[src/rtl/compute_dispatcher.sv]
// Command dispatcher: latches operands, starts one compute unit, returns its result.
// Optional unit watchdog enabled by defining DISPATCH_TIMEOUT_EN.
module compute_dispatcher #(
    parameter int unsigned OPW            = 64,
    parameter int unsigned OPC_W          = 2,
    parameter int unsigned NUM_UNITS      = 4,
    parameter int unsigned RES_W          = 128,
    parameter int unsigned TIMEOUT_CYCLES = 1024
) (
    input  logic                         clock,
    input  logic                         reset,
    input  logic [OPC_W+2*OPW-1:0]       rx_data,
    input  logic                         rx_irq,
    output logic [RES_W-1:0]             tx_data,
    output logic                         tx_wr,
    output logic [OPW-1:0]               unit_a,
    output logic [OPW-1:0]               unit_b,
    output logic [NUM_UNITS-1:0]         unit_start,
    input  logic [NUM_UNITS-1:0]         unit_done,
    input  logic [NUM_UNITS*RES_W-1:0]   unit_result,
    output logic                         busy,
    output logic                         err_opcode,
    output logic                         err_busy,
    output logic                         timeout
);

    localparam int unsigned CMD_W = OPC_W + 2 * OPW;

    // Elaboration-time guard against unusable configurations
    generate
        if (NUM_UNITS < 1 || NUM_UNITS > (1 << OPC_W) || TIMEOUT_CYCLES < 1) begin : g_param_check
            $error("compute_dispatcher: illegal NUM_UNITS or TIMEOUT_CYCLES");
        end
    endgenerate

    typedef enum logic [1:0] {
        IDLE  = 2'd0,
        ISSUE = 2'd1,
        WAIT  = 2'd2,
        SEND  = 2'd3
    } state_t;

    state_t             state;
    logic [OPC_W-1:0]   sel;

    logic [OPC_W-1:0]   cmd_opc;
    logic [OPW-1:0]     cmd_a;
    logic [OPW-1:0]     cmd_b;
    logic               cmd_ok;
    logic [NUM_UNITS-1:0] cmd_onehot;
    logic               sel_done;
    logic [RES_W-1:0]   sel_result;

    // Command field decode
    always_comb begin
        cmd_opc    = rx_data[CMD_W-1 -: OPC_W];
        cmd_a      = rx_data[2*OPW-1 -: OPW];
        cmd_b      = rx_data[OPW-1:0];
        cmd_ok     = (32'(cmd_opc) < NUM_UNITS);
        cmd_onehot = NUM_UNITS'(1) << cmd_opc;
    end

    // Only the selected unit's done/result are visible to the FSM
    always_comb begin
        sel_done   = 1'b0;
        sel_result = '0;
        for (int unsigned i = 0; i < NUM_UNITS; i++) begin
            if (sel == OPC_W'(i)) begin
                sel_done   = unit_done[i];
                sel_result = unit_result[i*RES_W +: RES_W];
            end
        end
    end

`ifdef DISPATCH_TIMEOUT_EN
    localparam int unsigned CNT_W = $clog2(TIMEOUT_CYCLES + 1);
    logic [CNT_W-1:0] wait_cnt;
`else
    assign timeout = 1'b0;
`endif

    // Dispatcher FSM with registered outputs
    always_ff @(posedge clock) begin
        if (!reset) begin
            state      <= IDLE;
            sel        <= '0;
            tx_data    <= '0;
            tx_wr      <= 1'b0;
            unit_a     <= '0;
            unit_b     <= '0;
            unit_start <= '0;
            busy       <= 1'b0;
            err_opcode <= 1'b0;
            err_busy   <= 1'b0;
`ifdef DISPATCH_TIMEOUT_EN
            timeout    <= 1'b0;
            wait_cnt   <= '0;
`endif
        end else begin
            unit_start <= '0;
            tx_wr      <= 1'b0;
            err_opcode <= 1'b0;
            err_busy   <= 1'b0;
`ifdef DISPATCH_TIMEOUT_EN
            timeout    <= 1'b0;
`endif
            case (state)
                IDLE: begin
                    if (rx_irq) begin
                        sel    <= cmd_opc;
                        unit_a <= cmd_a;
                        unit_b <= cmd_b;
                        if (cmd_ok) begin
                            state      <= ISSUE;
                            busy       <= 1'b1;
                            unit_start <= cmd_onehot;
                        end else begin
                            err_opcode <= 1'b1;
                        end
                    end
                end
                ISSUE: begin
                    state <= WAIT;
`ifdef DISPATCH_TIMEOUT_EN
                    wait_cnt <= '0;
`endif
                end
                WAIT: begin
                    if (sel_done) begin
                        tx_data <= sel_result;
                        tx_wr   <= 1'b1;
                        state   <= SEND;
`ifdef DISPATCH_TIMEOUT_EN
                    end else if (wait_cnt == CNT_W'(TIMEOUT_CYCLES - 1)) begin
                        // Watchdog expired: return all ones with a timeout flag
                        tx_data <= '1;
                        tx_wr   <= 1'b1;
                        timeout <= 1'b1;
                        state   <= SEND;
                    end else begin
                        wait_cnt <= wait_cnt + CNT_W'(1);
`endif
                    end
                end
                SEND: begin
                    state <= IDLE;
                    busy  <= 1'b0;
                end
                default: begin
                    state <= IDLE;
                    busy  <= 1'b0;
                end
            endcase
            if (rx_irq && state != IDLE) begin
                err_busy <= 1'b1;
            end
        end
    end

endmodule

[config.mk]
export PLATFORM = sky130hd
export DESIGN_NAME = compute_dispatcher
export DESIGN_NICKNAME = d
export VERILOG_FILES = /design/src/rtl/compute_dispatcher.sv
export SDC_FILE = /design/constraint.sdc
export NUM_CORES = 1
export LEC_CHECK = 0
export ABC_AREA = 1
export CAP_MARGIN = 30
export CORE_AREA = 3 3 353 355
export DETAILED_ROUTE_END_ITERATION = 8
export DIE_AREA = 0 0 356 358
export PLACE_DENSITY = 0.36
export SETUP_SLACK_MARGIN = 0.1
export SYNTH_ARGS = -nofsm -noshare
export SYNTH_HDL_FRONTEND = slang
export SYNTH_SLANG_ARGS = --single-unit
[constraint.sdc]
create_clock -name clock -period 2.3 [get_ports clock]
set_input_delay 0.345 -clock clock [delete_from_list [all_inputs] [get_ports clock]]
set_output_delay 0.345 -clock clock [all_outputs]
set_load 0.1 [all_outputs]
==> flow_summary_export.csv <==
group,metric,value,unit
critical_path,slowest_stage,"dfxtp_1",
job,maxCapViolCount,0,
route,drt_iter0_drc,934,
place,hpwl,76830,um
timing,finalCritPeriodShare,84.97,%
critical_path,regToRegSetupSlack,350,ps
place,post-place-cells,4322,
hold_path,min_from,"reset",
timing,final_max_slew_viol_count,0,
grt,grt.total_usage,14.27,%
outcome,outcome,"finished clean",
critical_path,critical_path.top_delay_family,"simple AND/OR/NAND/NOR gates",
route,wl_per_cell,21.84,um
grt,grt_overflow,0,
route,drt_wl_total,96470,um
floorplanning,initial_core_util,10.03,%
floorplanning,die-area,0.1274,mm2
power_and_ir_drop,p_per_area,1126,mW/mm2
final_layout,fillers,13940,
route,viasPerCell,3.604,
route,drt_pass1_iterations,5,
place,dp_slack,190.4,ps
synthesis,synth_cells,1869,
place,globalplace.congestion,0.8478,
timing,setup_ws,345.7,ps
floorplanning,coreArea,0.1217,mm2
clock_tree,cts_max_level,2,
grt,grt_max_degree,79,
synthesis,ys_seq_area_share,43.77,%
hold_path,min_to,"unit_a[2]",
timing,setup_tns,0,ps
clock_tree,cts_tree,"built",
final_layout,stdcell_count,4418,
clock_tree,ctsHoldBuffers,0,
synthesis,postSynthAreaPerCell,6.533,um2
floorplanning,rows,128,
synthesis,synth_cell_types,21,
route,antenna_left,0,
grt,antenna_found_initial,38,
place,portBuffers,911,
final_layout,drive_gt1_share,14.30,%
clock_tree,numCtsBuffers,41,
critical_path,crit_path_end_kind,"flip-flop",
power_and_ir_drop,ir_worst_vdd,0.8083,mV
clock_tree,numClockSinks,267,
critical_path,crit_top_cell,"nand2_1",
final_layout,area_growth,98.40,%
critical_path,path_max_fanout,75,
timing,hold_viol,0,
hold_path,whs_path_depth,3,
critical_path,critical_path.cell_chain,"nand2_1, or2_1, nand3_4, nor2_4, buf_12, nand2_1, nand2_1",
critical_path,critPathRequiredTime,2760,ps
final_layout,layout_commonest_cell,"nand2_1",
hold_path,hold_class,"input port to flip-flop",
synthesis,ys.warnings.count,0,
timing,setup_violations,0,
clock_tree,clockBufferDepth,3,
critical_path,cp.arrival,2420,ps
floorplanning,pin_count,914,
critical_path,worst-setup-path-type,"flip-flop to flip-flop",
timing,worst_pin_slew,576.7,ps
timing,skew,23.19,ps
critical_path,startpoint_type,"flip-flop",
clock_tree,worstSkewPairLatency,590,ps
final_layout,layout_common_cells,"777 x nand2_1, 647 x clkdlybuf4s50_1, 301 x buf_4",
critical_path,r2r_start,"sel[1]",
critical_path,crit_buf_inv,1,
route,dr_total_vias,15920,
grt,grt_pass1_wl,129300,um
floorplanning,die_x,356,um
power_and_ir_drop,p_leak,10.08,nW
synthesis,syn_area,0.01221,mm2
place,placed_area,0.02279,mm2
critical_path,reg2reg_depth,7,
timing,slew_headroom,61.55,%
critical_path,cpPeakStageDelay,510,ps
clock_tree,cts_root_buffer,"clkbuf_16",
critical_path,r2r_end,"tx_data[107]",
final_layout,fin_nets,3393,
final_layout,fin_area,0.02423,mm2
grt,grt_pass1_vias,15940,
floorplanning,die_h,358,um
clock_tree,cts_resized,0,
route,drc,0,
synthesis,synth-seq-cells,267,
clock_tree,postCtsSetupBuffers,0,
timing,fmax,511.7,MHz
timing,finalCriticalPeriod,1954,ps
timing,grt_setup_unrepaired,"false",
clock_tree,clk_pin_slew_worst_paths,60,ps
final cells by class:
type | instances | area [um2] | area share (%)
clock buffer | 61 | 1232 | 5.087
multi-input combinational | 1450 | 6195 | 25.57
sequential | 267 | 5345 | 22.06
tap | 1625 | 2033 | 8.393
inverter | 10 | 45.04 | 0.1859
antenna | 23 | 57.56 | 0.2376
timing repair buffer | 970 | 9171 | 37.86
clock inverter | 12 | 146.4 | 0.6043
state kept, by name, indices dropped and copies added, names as in the netlist:
| signal | cells |
|---|---|
| tx_data | 128 |
| unit_a | 64 |
| unit_b | 64 |
| unit_start | 4 |
| sel | 2 |
| state | 2 |
| busy | 1 |
| err_busy | 1 |
| tx_wr | 1 |
per-layer routing:
metal / routed length, um / up-vias / GRT usage [%]
li1: - / 7812 / -
met1: 40780 / 7368 / 17.70
met3: 9448 / 96 / 5.930
met4: 1678 / 18 / 4.051
met5: 114 / - / 0
met2: 44450 / 627 / 22.56
how the worst max path moves through the flow:
stage | start | to | slack [ps] | depth (start not counted)
6_report | sel[1] | tx_data[107] | 350 | 7
5_1_grt | sel[1] | tx_data[37] | 210 | 8
4_1_cts | sel[1] | tx_data[98] | 310 | 8
3_5_place_dp | unit_done[2] | tx_data[65] | 190 | 8
3_3_place_gp | unit_done[2] | tx_data[50] | 190 | 8
2_1_floorplan | state[1] | unit_a[0] | 830 | 8
power breakdown:
group | switching (mW) | internal [mW]
combinational | 11.0 | 3.65
clock | 2.56 | 3.94
sequential | 0.550 | 5.60
metrics by stage:
| stage | hold slack (ps) | utilization (%) | power (mW) |
|---|---|---|---|
| global route | 118.0 | 19.88 | 28.70 |
| CTS | 75.28 | 19.86 | 27.85 |
| global placement | 459.3 | 18.72 | 21.13 |
| detailed placement | 463.1 | 18.72 | 21.08 |
| floorplan | 417.4 | - | 15.97 |
| finish | 136.5 | 19.90 | 27.29 |
kinds of logic (layout without fill, tap and decap cells):
| family | count (synthesis) | count (layout) | synth area share, % |
|---|---|---|---|
| buf+inv | 153 | 1053 | 5.912 |
| other cells | 1 | 25 | 0.03071 |
| fa+ha+maj | 4 | 4 | 0.4099 |
| simple gates | 1308 | 1308 | 44.28 |
| compound gates | 136 | 136 | 5.595 |
| flops | 267 | 267 | 43.78 |
synthesized netlist by cell type:
cell type / n / area (um2)
conb_1: 1 / 3.750
nor3_1: 1 / 5.000
nand4_1: 128 / 800.8
nor2_1: 265 / 994.7
buf_4: 6 / 45.04
o21ai_0: 131 / 655.6
clkinv_1: 1 / 3.750
ha_1: 4 / 50.05
buf_1: 10 / 37.54
dfxtp_1: 267 / 5345
nor2_2: 1 / 6.260
a21oi_1: 4 / 20.02
buf_6: 11 / 123.9
nand3b_1: 1 / 7.510
inv_1: 9 / 33.78
nand2_1: 778 / 2920
nand3_1: 133 / 665.6
buf_2: 34 / 170.2
o31ai_1: 1 / 7.510
or2_1: 1 / 6.260
clkbuf_1: 82 / 307.8
worst reg2reg max path: stages, from the launching register on:
cell,delay [ps]
dfxtp_1,510
nand2_1,190
or2_1,290
nand3_4,150
nor2_4,70
buf_12,170
nand2_1,370
nand2_1,70
Note: power is estimated with default switching activity, not from simulation.
